<file path="src/rtl/ram_arbiter_if.sv">
// Bundle carrying both masters' request/access signals and the shared RAM port.
// The arbiter uses the slave view. A master-side model or bench uses the master view.
interface ram_arbiter_if #(
    parameter int AW = 10
);
    logic          req0;
    logic          req1;
    logic          gnt0;
    logic          gnt1;
    logic          yield0;
    logic          yield1;
    logic          clke0;
    logic          clke1;
    logic          we0;
    logic          we1;
    logic [AW-1:0] addr0;
    logic [AW-1:0] addr1;
    logic          clear_status;
    logic          err;
    logic          ram_clke;
    logic          ram_we;
    logic [AW-1:0] ram_addr;

    modport master (
        output req0, req1, clke0, clke1, we0, we1, addr0, addr1, clear_status,
        input  gnt0, gnt1, yield0, yield1, err, ram_clke, ram_we, ram_addr
    );

    modport slave (
        input  req0, req1, clke0, clke1, we0, we1, addr0, addr1, clear_status,
        output gnt0, gnt1, yield0, yield1, err, ram_clke, ram_we, ram_addr
    );
endinterface

</file>
<file path="src/rtl/ram_arbiter.sv">
// Round-robin owner arbiter for one single-port RAM shared by two masters.
// Ownership is per burst, with an idle turnaround between owners, a hold-time yield hint and a sticky violation flag.
module ram_arbiter #(
    parameter int RAM_SIZE = 1024,
    parameter int MAX_HOLD = 64
) (
    input logic         clk_i,
    input logic         rstn_i,
    ram_arbiter_if.slave bus
);
    // MAX_HOLD = 0 still needs a one-bit counter so the logic stays legal.
    localparam int CW = (MAX_HOLD > 0) ? $clog2(MAX_HOLD + 1) : 1;
    localparam logic [CW-1:0] HOLD_MAX = CW'(MAX_HOLD);

    typedef enum logic [1:0] {
        IDLE = 2'd0,
        OWN0 = 2'd1,
        OWN1 = 2'd2
    } state_t;

    state_t        state_q;
    state_t        state_d;
    logic          last_q;
    logic          last_d;
    logic [CW-1:0] cnt_q;
    logic [CW-1:0] cnt_d;
    logic          err_q;
    logic          err_d;
    logic          viol;

    always_ff @(posedge clk_i) begin
        if (!rstn_i) begin
            state_q <= IDLE;
            last_q  <= 1'b1;
            cnt_q   <= '0;
            err_q   <= 1'b0;
        end else begin
            state_q <= state_d;
            last_q  <= last_d;
            cnt_q   <= cnt_d;
            err_q   <= err_d;
        end
    end

    always_comb begin
        state_d = state_q;
        last_d  = last_q;
        cnt_d   = cnt_q;
        case (state_q)
            IDLE: begin
                // On a tie, last_q = 1 means master 0 gets the grant.
                if (bus.req0 && (!bus.req1 || last_q)) begin
                    state_d = OWN0;
                    last_d  = 1'b0;
                    cnt_d   = '0;
                end else if (bus.req1) begin
                    state_d = OWN1;
                    last_d  = 1'b1;
                    cnt_d   = '0;
                end
            end
            OWN0: begin
                if (!bus.req0) begin
                    state_d = IDLE;
                    cnt_d   = '0;
                end else if (bus.req1 && cnt_q != HOLD_MAX) begin
                    cnt_d = cnt_q + CW'(1);
                end
            end
            OWN1: begin
                if (!bus.req1) begin
                    state_d = IDLE;
                    cnt_d   = '0;
                end else if (bus.req0 && cnt_q != HOLD_MAX) begin
                    cnt_d = cnt_q + CW'(1);
                end
            end
            default: begin
                state_d = IDLE;
                cnt_d   = '0;
            end
        endcase
    end

    // A new violation in the same cycle as a clear leaves the flag set.
    assign viol  = (bus.clke0 && state_q != OWN0) || (bus.clke1 && state_q != OWN1);
    assign err_d = viol || (err_q && !bus.clear_status);

    assign bus.gnt0   = (state_q == OWN0);
    assign bus.gnt1   = (state_q == OWN1);
    assign bus.yield0 = (state_q == OWN0) && (MAX_HOLD != 0) && (cnt_q == HOLD_MAX);
    assign bus.yield1 = (state_q == OWN1) && (MAX_HOLD != 0) && (cnt_q == HOLD_MAX);
    assign bus.err    = err_q;

    assign bus.ram_clke = (bus.gnt0 && bus.req0 && bus.clke0) || (bus.gnt1 && bus.req1 && bus.clke1);
    assign bus.ram_we   = (bus.gnt0 && bus.req0 && bus.we0) || (bus.gnt1 && bus.req1 && bus.we1);
    assign bus.ram_addr = bus.gnt0 ? bus.addr0 : (bus.gnt1 ? bus.addr1 : '0);
endmodule
</file>
<file path="src/flat_wrapper.sv">
// flat-port wrapper written by rule: the top's interface ports become plain ports
module ram_arbiter_flat 
#(
    parameter int RAM_SIZE = 1024,
    parameter int MAX_HOLD = 64
)
  (clk_i, rstn_i, bus_req0, bus_req1, bus_clke0, bus_clke1, bus_we0, bus_we1, bus_addr0, bus_addr1, bus_clear_status, bus_gnt0, bus_gnt1, bus_yield0, bus_yield1, bus_err, bus_ram_clke, bus_ram_we, bus_ram_addr);
  ram_arbiter_if bus_i ();
  input logic clk_i;
  input logic rstn_i;
  input wire logic [$bits(bus_i.req0)-1:0] bus_req0;
  input wire logic [$bits(bus_i.req1)-1:0] bus_req1;
  input wire logic [$bits(bus_i.clke0)-1:0] bus_clke0;
  input wire logic [$bits(bus_i.clke1)-1:0] bus_clke1;
  input wire logic [$bits(bus_i.we0)-1:0] bus_we0;
  input wire logic [$bits(bus_i.we1)-1:0] bus_we1;
  input wire logic [$bits(bus_i.addr0)-1:0] bus_addr0;
  input wire logic [$bits(bus_i.addr1)-1:0] bus_addr1;
  input wire logic [$bits(bus_i.clear_status)-1:0] bus_clear_status;
  output wire logic [$bits(bus_i.gnt0)-1:0] bus_gnt0;
  output wire logic [$bits(bus_i.gnt1)-1:0] bus_gnt1;
  output wire logic [$bits(bus_i.yield0)-1:0] bus_yield0;
  output wire logic [$bits(bus_i.yield1)-1:0] bus_yield1;
  output wire logic [$bits(bus_i.err)-1:0] bus_err;
  output wire logic [$bits(bus_i.ram_clke)-1:0] bus_ram_clke;
  output wire logic [$bits(bus_i.ram_we)-1:0] bus_ram_we;
  output wire logic [$bits(bus_i.ram_addr)-1:0] bus_ram_addr;
  assign bus_i.req0 = bus_req0;
  assign bus_i.req1 = bus_req1;
  assign bus_i.clke0 = bus_clke0;
  assign bus_i.clke1 = bus_clke1;
  assign bus_i.we0 = bus_we0;
  assign bus_i.we1 = bus_we1;
  assign bus_i.addr0 = bus_addr0;
  assign bus_i.addr1 = bus_addr1;
  assign bus_i.clear_status = bus_clear_status;
  assign bus_gnt0 = bus_i.gnt0;
  assign bus_gnt1 = bus_i.gnt1;
  assign bus_yield0 = bus_i.yield0;
  assign bus_yield1 = bus_i.yield1;
  assign bus_err = bus_i.err;
  assign bus_ram_clke = bus_i.ram_clke;
  assign bus_ram_we = bus_i.ram_we;
  assign bus_ram_addr = bus_i.ram_addr;
  ram_arbiter #(.RAM_SIZE(RAM_SIZE), .MAX_HOLD(MAX_HOLD)) u_core (.clk_i(clk_i), .rstn_i(rstn_i), .bus(bus_i));
endmodule
</file>
<file path="config.mk">
export PLATFORM = sky130hd
export DESIGN_NAME = ram_arbiter_flat
export DESIGN_NICKNAME = d
export VERILOG_FILES = /design/src/rtl/ram_arbiter_if.sv /design/src/rtl/ram_arbiter.sv /design/src/flat_wrapper.sv
export SDC_FILE = /design/constraint.sdc
export NUM_CORES = 1
export LEC_CHECK = 0
export CORE_MARGIN = 2
export CORE_UTILIZATION = 41
export DETAILED_ROUTE_END_ITERATION = 16
export PLACE_DENSITY = 0.89
export SYNTH_ARGS = -nofsm -noshare
export SYNTH_HDL_FRONTEND = slang
export SYNTH_SLANG_ARGS = --single-unit
</file>
<file path="constraint.sdc">
create_clock -name clk_i -period 4.34 [get_ports clk_i]
set_input_delay 0.651 -clock clk_i [delete_from_list [all_inputs] [get_ports clk_i]]
set_output_delay 0.651 -clock clk_i [all_outputs]
set_load 0.02 [all_outputs]
</file>
==> results of run 1 <==
## placed cells by master (no fill, tap or decap), types with 5 or more instances in the layout
cell type / synthesis / routed
a21oi_1: 5 / 5
a22o_1: 11 / 11
nand2_1: 5 / 5
nor3_1: 6 / 6
ha_1: 5 / 5
clkdlybuf4s50_1: 0 / 45
a32o_1: 7 / 7
inv_1: 8 / 8
dfxtp_1: 11 / 11
## power by group
| part | leakage, nW | internal, mW | switching [mW] |
|---|---|---|---|
| registers | 0.0896 | 0.105 | 0.00336 |
| logic | 0.383 | 0.0800 | 0.0767 |
| clock network | 0.0150 | 0.0357 | 0.0387 |
## per-stage QoR
step / power (mW) / area, µm² / utilization / instances / hold slack [ns]
2_1_floorplan: 0.197 / 858 / - / 99 / 0.466
3_3_place_gp: 0.262 / 1330 / 0.675 / 167 / 0.482
3_5_place_dp: 0.267 / 1330 / 0.675 / 167 / 0.500
4_1_cts: 0.339 / 1350 / 0.689 / 171 / 0.513
5_1_grt: 0.354 / 1350 / 0.689 / 171 / 0.543
6_report: 0.340 / 1350 / 0.689 / 171 / 0.517
## cell families after synthesis
kind of cell / after synthesis
AO/OA/AOI/OAI: 38
adder cells (fa/ha/maj): 5
buffers and inverters: 13
flip-flops: 11
AND/OR/NAND/NOR: 32
## registers in the layout (all words and copies together), names as in the netlist
register / flops
u_core.cnt_q: 7
u_core.state_q: 2
u_core.last_q: 1
u_core.bus.err: 1
## per-layer routing
layer | GRT usage | vias up | wire (µm)
met2 | 0.498 | 45 | 1520
met4 | 0.111 | 0 | 76
met1 | 0.243 | 440 | 1100
met3 | 0.0697 | 7 | 253
li1 | - | 472 | -
met5 | 0 | - | 0
## worst max path at each step
stage / from / to / slack (ns)
after global routing: u_core.state_q[1] / bus_ram_addr[8] / 1.04
after detailed placement: bus_req0 / bus_ram_clke / 1.39
after floorplan: u_core.state_q[0] / bus_ram_addr[0] / 2.16
after CTS: u_core.state_q[1] / bus_ram_addr[2] / 1.18
final: u_core.state_q[1] / bus_ram_addr[0] / 1.16
after global placement: bus_req0 / bus_ram_we / 1.44
## final cells by class
type                       instances  area [µm²]  share of cell area
multi-input combinational         75         587               0.434
clock buffer                       4        26.3              0.0194
inverter                           9        33.8              0.0250
timing repair buffer              45         450               0.333
sequential                        11         220               0.163
tap                               27        33.8              0.0250
## worst min-delay path, cell delays in order, from the launching register on
cell and delay, ns:
dfxtp_1 0.33, o21ai_0 0.08, a21oi_1 0.06
==> key figures, run 1 <==
Timing
  • Setup violators final: 0
  • Tcrit/Tclk final: 0.732
  • Final Hold Fails: 0
  • Relative slew margins: 0.575
  • Fin. max-slew vios: 0
  • Final worst path period need: between 3 and 4 ns
  • Final setup margin: approximately 1.2 ns
  • Fmax: 315 MHz
  • Least-Margin Pin Slew: 0.635 ns
  • Setup Skew: 0.00198 ns
  • TNS Setup: 0 ns
  • RSZ-0062 raised after global routing: no

Yosys
  • Yosys reg bits: 11
  • Adder-cell area share of the yosys netlist: 0.0729
  • Post-Synthesis Net Count: 133
  • Top FF cell, synth: dfxtp_1
  • Synth area leader: dfxtp_1
  • Synth Instances: 99
  • Portion of netlist area occupied by mux cells: 0
  • YS warnings: 0
  • Synth unique cells: 32
  • Post-Synth XOR/XNOR Area: 0
  • Register area share after synthesis: 0.257
  • Main area contributors after synthesis: dfxtp_1 (26%), a22o_1 (11%), a32o_1 (8.2%)
  • Post-synthesis simple-gate area fraction: 0.211
  • Synth Area in Compound Gates: 0.399
  • Synthesized area: 858 µm²
  • Combinational family with the most area after synthesis: compound AO/OA/AOI/OAI gates
  • Post-synth EDFFs: 0
  • Post-synth top area share: 0.257
  • Commonest cells post-synth: a22o_1 (11), dfxtp_1 (11), inv_1 (8), a32o_1 (7), nor3_1 (6)
  • Async S/R FF share, synth: 0
  • Syn Area/Cell: 8.67 µm²

Finish
  • P&R area growth vs syn: 57.4%
  • Filler instances: 160
  • Share of cells above drive strength 1: 0.104
  • Nets@finish: 179
  • Antenna fix cells: 0

Global routing
  • Largest net degree at the start of global routing: 17
  • Total gr overflow: 0
  • Gr usage total: 0.255
  • Initial antenna violation count: 0
  • Vias in the first global route: 985
  • First-pass GRT wire length: 4.72 mm

Floorplanning
  • Die Width: 49.8 µm
  • Core Rows: 16
  • I/O pin count: 46
  • Initial Utilization: 0.437
  • Core Footprint: about 0.0020 mm²
  • Full die area: 0.00248 mm²
  • Die height: 49.8 µm

Drt
  • Drt wl/cell: 17.2 µm
  • Iter 0 DRT Violations: 39
  • First drt pass iteration count: 4
  • # DRC: 0
  • WL final: 2.94 mm
  • Vias: between 900 and 1000
  • Post-DR vias/cell: 5.64
  • Post-route antenna net violation count: 0

Worst setup path
  • CP endpoint kind: output port
  • Slowest cell on crit path: clkdlybuf4s50_1
  • WP buf/inv: 2
  • FF-to-FF path depth: 6
  • Worst stage delay on the critical path: slightly above 0.6 ns
  • CP delay by family, top: buffers and inverters
  • Critical Path AT: roughly 2.5 ns
  • CP max FO: 16
  • Worst setup SP type: flop
  • Worst Path Required: between 3 and 4 ns
  • Critical Path, Cell by Cell: inv_1, ha_1, nor2_1, a22o_1, clkdlybuf4s50_1
  • Reg2reg end: u_core.cnt_q[4]
  • Stages on worst setup path: 5
  • Flop2flop setup slack: 2.38 ns
  • Source of the worst register-to-register timing path: u_core.state_q[1]
  • CP Class: flop to output port

Placed design
  • Hpwl dp: between 2 and 2.5 mm
  • Gpl congestion: 0.735
  • Pre-CTS WS: between 1 and 1.5 ns
  • PortBufs: 45

Clock network
  • Clock Latency Late Sink: 0.28 ns
  • CTS tree: built
  • CTS Buffer Depth: 2
  • # hold bufs at CTS: 0
  • CTS resizes: 0
  • H-tree levels: 1
  • Clk sinks: 11
  • CTS clk-pin slew, worst paths: 0.08 ns
  • Clock Tree Root: clkbuf_4
  • CTS buffer count: 3
  • Post-CTS Setup Bufs: 0

Power
  • Power per cell area: 251 mW/mm²
  • Max IR drop VDD: 166 µV
  • Static Leak: 0.488 nW

Run
  • Max-cap violations: 0

Run status
  • Status: finished clean

Hold path
  • WHS Endpoint: u_core.state_q[1]
  • Source of the worst hold timing path: u_core.state_q[1]
  • Hold Crit Class: flop to flop
  • WHS Path Cells: 2
(Power assumes the default switching activity.)
==> run 2: changes to the inputs <==
- CORE_UTILIZATION: 41 -> 35
- PLACE_DENSITY: 0.89 -> 0.81
- clock period: 4.34 -> 2.7 ns (I/O delays scaled with it)
==> run 2 against run 1 <==
  * Utilization shrank 8.0 points
  * Sequential power grew 61%
  * Final area up 2.5%
  * Routed wire length shrank 3.5%
==> key figures, run 2 (same netlist as run 1, synthesis figures left out) <==
Finish
  • Multi-input combinational cell area: 589 µm²
  • Design Area, Final: 0.00139 mm²
  • Filler instances: 191
  • Max FFs per register: 7
  • Biggest regs: u_core.cnt_q: 7 flops, u_core.state_q: 2 flops
  • Post-Layout Cell Count: 176
  • Most common cell after layout, fill and taps aside: clkdlybuf4s50_1
  • Nets@finish: 183
  • Register bank with the most flops: u_core.cnt_q
  • Antenna fix cells: 0
  • Seq. cell area: 220 µm²
  • Commonest non-fill, non-tap cells in the layout: clkdlybuf4s50_1 (45), a22o_1 (11), dfxtp_1 (11)
  • P&R area growth vs syn: 61.4%
  • Share of cells above drive strength 1: 0.135

Worst setup path
  • CP Class: flop to output port
  • FF-to-FF path depth: 7
  • Worst stage delay on the critical path: 0.61 ns
  • Worst Path Required: 2.30 ns
  • CP endpoint kind: output port
  • WP buf/inv: 3
  • Critical Path AT: 2.13 ns
  • CP max FO: 12
  • Critical Path, Cell by Cell: inv_1, ha_1, buf_4, and2_1, a32o_1, clkdlybuf4s50_1
  • Slowest cell on crit path: clkdlybuf4s50_1
  • CP delay by family, top: buffers and inverters
  • Stages on worst setup path: 6
  • Worst setup SP type: flop

Timing
  • Setup Skew: between 0.003 and 0.004 ns
  • Fin. max-slew vios: 0
  • Tcrit/Tclk final: 0.939
  • Setup violators final: 0
  • TNS Setup: 0 ns
  • Final Hold Fails: 0
  • RSZ-0062 raised after global routing: no
  • Relative slew margins: 0.718
  • Final worst path period need: 2.53 ns
  • Hold_ws: 0.497 ns
  • Least-Margin Pin Slew: 0.423 ns
  • Fmax: 395 MHz

Clock network
  • Clock Latency Late Sink: 0.28 ns
  • CTS buffer count: 3
  • CTS tree: built
  • CTS Buffer Depth: 2
  • H-tree levels: 1
  • Clock Tree Root: clkbuf_4
  • CTS clk-pin slew, worst paths: 0.07 ns
  • Clk sinks: 11
  • Post-CTS Setup Bufs: 0

Placed design
  • Gpl congestion: 0.785
  • Hpwl dp: 2.31 mm
  • Placed cell area: 0.00136 mm²
  • PortBufs: 45
  • Post-Place Cells: between 150 and 200

Drt
  • Vias: 992
  • Post-route antenna net violation count: 0
  • # DRC: 0
  • Post-DR vias/cell: roughly 5.6
  • First drt pass iteration count: 4
  • Drt wl/cell: 16.1 µm
  • Iter 0 DRT Violations: 18
  • WL final: 2.84 mm

Power
  • Sw power: 0.188 mW
  • Comb power frac: 0.467
  • Reg power frac: 0.319
  • Net switching fraction of the power: 0.342
  • Static Leak: 0.507 nW
  • Total Power: around 0.55 mW
  • Pint: 0.361 mW
  • Max IR drop VDD: 233 µV
  • Clock Power Share: 0.215
  • Power per cell area: 396 mW/mm²

Hold path
  • WHS Path Cells: 2
  • Hold Crit Class: flop to flop

Run
  • Max-cap violations: 0

Floorplanning
  • I/O pin count: 46
  • Core Rows: 17
  • Core Footprint: 0.00228 mm²
  • Full die area: 0.00286 mm²
  • Die Width: 53.5 µm
  • Initial Utilization: 0.377
  • Die height: roughly 54 µm

Global routing
  • Largest net degree at the start of global routing: 13
  • First-pass GRT wire length: 4.06 mm
  • Vias in the first global route: 897
  • Total gr overflow: 0
  • Initial antenna violation count: 0
  • Gr usage total: 0.199

Run status
  • Status: finished clean
-- run 2: changes by cell type in the layout (fill, tap and decap cells not counted) --
| cell | before | now |
|---|---|---|
| buf_4 | 0 | 4 |
| nor2_2 | 0 | 1 |
| nor2_1 | 3 | 2 |
-- run 2: what timing repair did --
item                       in CTS  in global routing
hold endpoints to repair        0                  0
setup endpoints to repair       0                 10
hold buffers                    0                  0
gates resized for setup         0                  1
-- run 2: layer usage --
metal	routed length, µm	vias to the layer above	GRT usage
li1	-	486	-
met5	0	-	0
met3	310	7	0.0565
met2	1410	45	0.387
met4	63	0	0.103
met1	1060	454	0.184
-- run 2: area by class of cell --
| type | count | share of cell area |
|---|---|---|
| inverter | 9 | 0.0244 |
| sequential | 11 | 0.159 |
| tap | 28 | 0.0253 |
| clock buffer | 4 | 0.0190 |
| multi-input combinational | 75 | 0.425 |
| timing repair buffer | 49 | 0.347 |
-- run 2: worst paths after layout --
kind,startpoint,end,slack (ns)
max,u_core.state_q[1],bus_ram_clke,0.17
min,u_core.state_q[1],u_core.state_q[1],0.50
max reg2reg,u_core.state_q[0],u_core.cnt_q[3],0.78
min reg2reg,u_core.state_q[1],u_core.state_q[1],0.50
-- run 2: through the flow --
step / setup WS (ns) / util
final: 0.166 / 0.609
after global routing: 0.0527 / 0.609
after CTS: 0.0476 / 0.607
after detailed placement: 0.357 / 0.596
after global placement: 0.439 / 0.596
after floorplan: 0.769 / -
-- run 2: power by group through the flow --
stage	Clock (mW)	Combinational (mW)	Sequential (mW)
3_3_place_gp	0	0.250	0.178
5_1_grt	0.126	0.275	0.176
3_5_place_dp	0	0.254	0.178
6_report	0.118	0.256	0.175
2_1_floorplan	0	0.137	0.179
4_1_cts	0.119	0.255	0.175
-- run 2: worst register-to-register path: cells and delay by family (launching register included) --
| kind | cells | cell delay, ns |
|---|---|---|
| flops | 1 | 0.36 |
| compound gates | 3 | 0.77 |
| buf+inv | 2 | 0.25 |
| simple gates | 1 | 0.23 |
| fa+ha+maj | 1 | 0.21 |
